File: src/rtl/branch_hazard_controller.sv
// Decode-stage hazard sequencer: load/ALU-to-branch and load-use stalls,
// ID branch forwarding selects, taken-branch flush and a saturating stall counter.
module branch_hazard_controller #(
  parameter int          CNT_W    = 16,
  parameter logic [5:0]  OP_RTYPE = 6'b000000,
  parameter logic [5:0]  OP_BEQ   = 6'b000100,
  parameter logic [5:0]  OP_BNE   = 6'b000101,
  parameter logic [5:0]  OP_SW    = 6'b101011,
  parameter logic [5:0]  OP_J     = 6'b000010
) (
  input  logic             clk,
  input  logic             rst_n,
  input  logic [5:0]       operation,
  input  logic [4:0]       ifidRs,
  input  logic [4:0]       ifidRt,
  input  logic             idexRegWrite,
  input  logic             idexMemRead,
  input  logic [4:0]       idexWriteReg,
  input  logic             exmeRegWrite,
  input  logic             exmeMemtoReg,
  input  logic [4:0]       exmeWriteReg,
  input  logic             branchEqual,
  input  logic             hold,
  output logic             pcWrite,
  output logic             ifidWrite,
  output logic             idexBubble,
  output logic             ifidFlush,
  output logic             fwdRs,
  output logic             fwdRt,
  output logic             busy,
  output logic [CNT_W-1:0] stallCount
);

  typedef enum logic {RUN, STALL} stateT;

  logic [1:0] cnt;
  logic [1:0] cntNext;
  logic [1:0] need;
  stateT      state;
  logic       useRs, useRt, isBr, taken, stall;
  logic       idexMatch, exmeMatchRs, exmeMatchRt, exmeMatch;

  assign useRs = (operation != OP_J);
  assign useRt = (operation == OP_RTYPE) || (operation == OP_BEQ) ||
                 (operation == OP_BNE)   || (operation == OP_SW);
  assign isBr  = (operation == OP_BEQ) || (operation == OP_BNE);
  assign taken = (operation == OP_BEQ) ? branchEqual : !branchEqual;

  // Register 0 is hardwired, so it never produces a hazard or a forward.
  assign idexMatch   = (useRs && (idexWriteReg != 5'd0) && (ifidRs == idexWriteReg)) ||
                       (useRt && (idexWriteReg != 5'd0) && (ifidRt == idexWriteReg));
  assign exmeMatchRs = useRs && (exmeWriteReg != 5'd0) && (ifidRs == exmeWriteReg);
  assign exmeMatchRt = useRt && (exmeWriteReg != 5'd0) && (ifidRt == exmeWriteReg);
  assign exmeMatch   = exmeMatchRs || exmeMatchRt;

  always_comb begin
    need = 2'd0;
    if (isBr && idexMatch && idexRegWrite && idexMemRead)
      need = 2'd2;
    else if (isBr && idexMatch && idexRegWrite)
      need = 2'd1;
    else if (isBr && exmeMatch && exmeRegWrite && exmeMemtoReg)
      need = 2'd1;
    else if (!isBr && idexMatch && idexMemRead)
      need = 2'd1;
  end

  assign state = (cnt != 2'd0) ? STALL : RUN;
  assign stall = (state == STALL) || (need != 2'd0);

  always_ff @(posedge clk) begin
    if (!rst_n) begin
      cnt        <= 2'd0;
      stallCount <= '0;
    end else begin
      cnt <= cntNext;
      if (idexBubble && (stallCount != {CNT_W{1'b1}}))
        stallCount <= stallCount + CNT_W'(1);
    end
  end

  // Once in STALL the count runs down unconditionally; only RUN looks at need.
  always_comb begin
    cntNext = cnt;
    if (!hold) begin
      case (state)
        STALL:   cntNext = cnt - 2'd1;
        default: cntNext = (need != 2'd0) ? need - 2'd1 : 2'd0;
      endcase
    end
  end

  always_comb begin
    pcWrite    = 1'b0;
    ifidWrite  = 1'b0;
    idexBubble = 1'b1;
    ifidFlush  = 1'b0;
    fwdRs      = 1'b0;
    fwdRt      = 1'b0;
    busy       = 1'b0;
    if (rst_n) begin
      busy = (state == STALL);
      if (hold) begin
        idexBubble = 1'b0;
      end else begin
        pcWrite    = !stall;
        ifidWrite  = !stall;
        idexBubble = stall;
        ifidFlush  = isBr && !stall && taken;
        fwdRs      = isBr && exmeMatchRs && exmeRegWrite && !exmeMemtoReg;
        fwdRt      = isBr && exmeMatchRt && exmeRegWrite && !exmeMemtoReg;
      end
    end
  end

endmodule

File: config.mk
export PLATFORM = sky130hd
export DESIGN_NAME = branch_hazard_controller
export DESIGN_NICKNAME = d
export VERILOG_FILES = /design/src/rtl/branch_hazard_controller.sv
export SDC_FILE = /design/constraint.sdc
export NUM_CORES = 1
export LEC_CHECK = 0
export ABC_AREA = 1
export CAP_MARGIN = 20
export CORE_MARGIN = 2
export CORE_UTILIZATION = 40
export DETAILED_ROUTE_END_ITERATION = 10
export GPL_ROUTABILITY_DRIVEN = 0
export PLACE_DENSITY = 0.76
export SETUP_SLACK_MARGIN = 0.3
export SLEW_MARGIN = 20
export SYNTH_ARGS = -nofsm -noshare
export SYNTH_HDL_FRONTEND = slang
export SYNTH_SLANG_ARGS = --single-unit
export TNS_END_PERCENT = 1
File: constraint.sdc
create_clock -name clk -period 1.6 [get_ports clk]
set_input_delay 0.32 -clock clk [delete_from_list [all_inputs] [get_ports clk]]
set_output_delay 0.32 -clock clk [all_outputs]
set_load 0.1 [all_outputs]
After elaboration in Yosys (flattened, before gate mapping) --
Index checks and enable logic that the tools add are counted. Widths: inputs -> output; s select.
Word-level totals: register bits after elaboration 18, output and inout port bits 23, logic and storage cells 74, input port bits 34
Operators by class: equality and inequality tests 9, reductions and logical operators 41, add/sub/neg operators 3, mux-type cells 19
Operators by type and width (number):
- $logic_and 1x1->1 | 25
- $eq 5x5->1 | 4
- $add 16x1->16 const B | 1
- $mux 1 | 16
- $ne 16x16->1 const B | 1
- $eq 6x3->1 const B | 2
- $reduce_bool 5->1 | 2
- $logic_or 1x1->1 | 7
- $eq 6x6->1 const B | 1
- $logic_not 6->1 | 1
- $mux 2 | 3
- $ne 6x2->1 const B | 1
- $logic_not 1->1 | 4
- $reduce_bool 2->1 | 2
- $sub 2x1->2 const B | 2

Depth between registers and ports, before layout --
word-level depth 20, gate-level depth with buffers 16, mapped depth without buffers 15

Worst setup path before layout --
Ideal clock, no wire load.
path type input -> output, start point input port operation[5], end point output port ifidFlush, arrival time 6.169 ns, setup slack -4.889 ns, path buffers 0, required time 1.280 ns, cell stages on the path 10, path through nor2_2 > nand3_1 > nand2_1 > inv_1 > nand3_2 > nand2_2 > nand2_1 > nand2_2 > nor4_1 > nor3b_1
Between the ends: cells in the longest elaborated chain, start to end 20, elaborated cells on any way between the ends 40, those cells by class 4 x eq/ne; 7 x mux; 29 x reduce/logical
RTL lines:
- start: declaration | line 13 | input logic [5:0] operation,
- $eq 6x3->1 / $logic_not 6->1 (equally long branches) | line 44, 46, 47
- $logic_or 1x1->1 (2 in a row) | line 44 | assign useRt = (operation == OP_RTYPE) || (operation == OP_BEQ) ||
- $logic_or 1x1->1 | line 45 | (operation == OP_BNE) || (operation == OP_SW);
- $logic_and 1x1->1, on equally long branches (2 in a row) | line 51, 53
- $logic_or 1x1->1, on equally long branches | line 50, 54
- $logic_and 1x1->1, on equally long branches (2 in a row) | line 64, 62
- $mux 1 / $logic_and 1x1->1 (equally long branches) | line 64, 62
- $mux 1 | line 62 | else if (isBr && exmeMatch && exmeRegWrite && exmeMemtoReg)
- $mux 1 | line 60 | else if (isBr && idexMatch && idexRegWrite)
- $mux 2 | line 58 | if (isBr && idexMatch && idexRegWrite && idexMemRead)
- $reduce_bool 2->1 | line 69 | assign stall = (state == STALL) || (need != 2'd0);
- $logic_or 1x1->1 | line 69
- $logic_not 1->1 | line 109 | ifidFlush = isBr && !stall && taken;
- $logic_and 1x1->1 | line 109
- $logic_and 1x1->1 * | line 109
- $mux 1 * | line 103 | if (hold) begin
- $mux 1 * | line 101 | if (rst_n) begin
- end: declaration | line 27 | output logic ifidFlush,
Every way passes the cells marked *; elsewhere a longest branch is shown, timed or not.

Final worst setup path --
start point input port rst_n, end point output port ifidFlush
Between the ends: cells in the longest elaborated chain, start to end 1
RTL lines:
- start: declaration | line 12 | input logic rst_n,
- $mux 1 | line 101
No other way between the ends.

==> insert_results.sql <==
INSERT INTO impl_metrics (metric_group, metric, value, unit) VALUES
('run_status', 'outcome', 'finished, violations left', ''),
('run_status', 'violations', 'negative setup slack', ''),
('power_and_ir_drop', 'p_per_area', '437', 'mW/mm^2'),
('route', 'vias', '2094', ''),
('global_routing', 'grt_start_max_net_pins', '17', ''),
('yosys', 'post_synthesis_xor_xnor_area_fraction', '13.6', '%'),
('floorplan', 'num_rows', '22', ''),
('yosys', 'compound_gate_fraction_of_synth_area', '8.49', '%'),
('global_routing', 'globalRouteTotalUtil', '26.5', '%'),
('setup_path', 'cp_num_buf_inv', '3', ''),
('timing', 'timing.final.crit_period', '2.13', 'ns'),
('setup_path', 'timing.rr.start', 'stallCount[1]$_SDFFE_PN0P_', ''),
('clock_tree', 'clkTransAtPathRegs', '0.07', 'ns'),
('route', 'route.final.wire_length', '5510', 'microns'),
('timing', 'timing.final.crit_share', '133', '%'),
('clock_tree', 'numCtsBuffers', '3', ''),
('yosys', 'register_bit_total_from_synthesis', '18', ''),
('yosys', 'postSynthCellCount', '254', ''),
('setup_path', 'reg2reg_slack', '-0.17', 'ns'),
('route', 'wl_per_cell', '13.8', 'microns'),
('timing', 'timing.final.max_slew_violations', '0', ''),
('global_routing', 'global_route_wire_length_before_repair', '9040', 'microns'),
('timing', 'tightestPinTransition', '0.407', 'ns'),
('finish', 'insertedDiodeCount', '0', ''),
('yosys', 'postSynthNetCount', '289', ''),
('finish', 'layout_commonest_cell', 'sky130_fd_sc_hd__nand2_1', ''),
('global_routing', 'first_global_vias', '2126', ''),
('clock_tree', 'cts.sink_count', '18', ''),
('setup_path', 'cp-end-kind', 'output port', ''),
('yosys', 'top_area_cells_in_the_synthesized_netlist', 'sky130_fd_sc_hd__dfxtp_1, sky130_fd_sc_hd__nand2_1, sky130_fd_sc_hd__nand3_1', ''),
('global_routing', 'initial_antenna_violation_count', '0', ''),
('finish', 'register_area', '360', 'sq um'),
('clock_tree', 'root_buffer', 'sky130_fd_sc_hd__clkbuf_8', ''),
('timing', 'finalSetupViolCount', '23', ''),
('finish', 'utilization_after_layout', '77.3', '%'),
('floorplan', 'fp.dieH', '66.2', 'microns'),
('yosys', 'netlist.top_cell.by_area', 'sky130_fd_sc_hd__dfxtp_1', ''),
('clock_tree', 'tritoncts', 'done', ''),
('timing', 'fin_skew', '0.00172', 'ns'),
('placed_design', 'dpl.hpwl', '3750', 'microns'),
('setup_path', 'critPathMaxStageDelay', '0.51', 'ns'),
('route', 'via_per_inst', '5.26', ''),
('timing', 'rsz0062_at_grt', 'yes', ''),
('finish', 'finish.net_count', '386', ''),
('placed_design', 'port_buffers', '56', ''),
('setup_path', 'family_of_cells_with_the_greatest_summed_delay_on_the_critical_path', 'buffers and inverters', ''),
('timing', 'hold_violations', '0', ''),
('setup_path', 'timing_worst_setup_path_type', 'in -> out', ''),
('finish', 'layout_common_cells', 'sky130_fd_sc_hd__nand2_1, sky130_fd_sc_hd__buf_4, sky130_fd_sc_hd__nor2_1', ''),
('timing', 'fin_ws', '-0.530', 'ns'),
('floorplan', 'floorplan.initialDensity', '42.0', '%'),
('setup_path', 'critical_path_arrival', '1.81', 'ns'),
('clock_tree', 'cts_buffer_depth', '2', ''),
('worst_hold_path', 'hold_path.startpoint', 'cnt[1]$_SDFFE_PN0N_', ''),
('power_and_ir_drop', 'total_power', '1.25', 'mW'),
('setup_path', 'critical_path.cell_chain', 'clkdlybuf4s50_1 > clkinv_1 > nor4_4 > nor3b_4 > buf_12', ''),
('finish', 'multi_input_area', '0.00121', 'sq mm'),
('yosys', 'post_synth_top_area_share', '23.3', '%'),
('setup_path', 'critical_path_required', '1.28', 'ns'),
('setup_path', 'crit_path_max_fanout', '2', ''),
('yosys', 'synthesis.area_per_instance', '6.09', 'sq um'),
('placed_design', 'placed_instance_count', '386', ''),
('job', 'drv_cap', '0', ''),
('clock_tree', 'insertion_delay', '0.26', 'ns'),
('setup_path', 'cpMaxStageDelayCell', 'sky130_fd_sc_hd__clkdlybuf4s50_1', ''),
('floorplan', 'design.portCount', '57', ''),
('timing', 'setup_tns', '-6.96', 'ns'),
('clock_tree', 'h-tree-depth', '1', ''),
('floorplan', 'fp.dieArea', '0.00438', 'sq mm'),
('yosys', 'synth_adder_area_share', '0.808', '%'),
('route', 'drt-pass1-iter-count', '4', '');
## report_power, final
group	total (mW)	switching [mW]	internal [mW]
registers	0.455	0.00237	0.452
clock network	0.380	0.161	0.219
logic	0.410	0.232	0.179
total	1.25	0.395	0.850
## flip-flops by register name, indices dropped and copies added (netlist names)
name        flops
stallCount     16
cnt             2
## path summary, 6_finish.rpt
path	end	depth (start not counted)
worst max-delay path	ifidFlush	5
worst min-delay path	cnt[1]$_SDFFE_PN0N_	2
worst max register to register	stallCount[0]$_SDFFE_PN0P_	10
worst min register to register	cnt[1]$_SDFFE_PN0N_	2
## Yosys cell counts
cell / instances
sky130_fd_sc_hd__nand2_1: 68
sky130_fd_sc_hd__nor2_1: 34
sky130_fd_sc_hd__inv_1: 29
sky130_fd_sc_hd__nand3_1: 29
sky130_fd_sc_hd__a21oi_1: 20
sky130_fd_sc_hd__dfxtp_1: 18
sky130_fd_sc_hd__xnor2_1: 16
sky130_fd_sc_hd__xor2_1: 8
sky130_fd_sc_hd__nand2_2: 4
sky130_fd_sc_hd__o21ai_0: 3
sky130_fd_sc_hd__buf_6: 2
sky130_fd_sc_hd__nand2_4: 2
sky130_fd_sc_hd__nand3_2: 2
sky130_fd_sc_hd__nand4_1: 2
sky130_fd_sc_hd__nor2_2: 2
sky130_fd_sc_hd__nor3_1: 2
sky130_fd_sc_hd__nor3b_1: 2
sky130_fd_sc_hd__and2_1: 1
sky130_fd_sc_hd__buf_2: 1
sky130_fd_sc_hd__buf_4: 1
sky130_fd_sc_hd__clkbuf_1: 1
sky130_fd_sc_hd__clkinv_1: 1
sky130_fd_sc_hd__ha_1: 1
sky130_fd_sc_hd__inv_2: 1
sky130_fd_sc_hd__nand3b_1: 1
sky130_fd_sc_hd__nor3b_2: 1
sky130_fd_sc_hd__nor4_1: 1
sky130_fd_sc_hd__o21ai_4: 1
## final cells by class
| cell class | count | share of cell area [%] |
|---|---|---|
| Multi-Input combinational cell | 200 | 42.5 |
| Tap cell | 48 | 2.11 |
| Sequential cell | 18 | 12.6 |
| Timing Repair Buffer | 97 | 36.7 |
| Clock buffer | 4 | 1.93 |
| Inverter | 31 | 4.08 |
## tightest hold or removal path: stages, from the launching register on
cell and delay (ns):
sky130_fd_sc_hd__dfxtp_1 0.32, sky130_fd_sc_hd__nand2_1 0.06, sky130_fd_sc_hd__nor2_1 0.04
## routing by layer
layer | global-route usage [%] | wire (microns) | vias up
li1 | - | - | 996
met1 | 28.3 | 2000 | 964
met2 | 46.9 | 2870 | 101
met3 | 4.60 | 340 | 33
met4 | 18.4 | 306 | 0
met5 | 0 | 0 | -
## cells by family (layout without fill, tap and decap cells)
kind of cell	after synthesis	after routing
and+or+nand+nor	151	151
xor gates and xnor gates	24	24
DFF	18	18
adders and majority gates	1	1
buffers and inverters	36	132
AOI/OAI and AO/OA	24	24
## repair_timing
item / CTS / global route
resized for setup: 165 / 8
pin swaps: 36 / 6
gates cloned: 0 / 0
setup buffers: 7 / 1
endpoints found under the setup margin: 24 / 25
hold buffers: 0 / 0
Power figures use the tool's default switching activity.
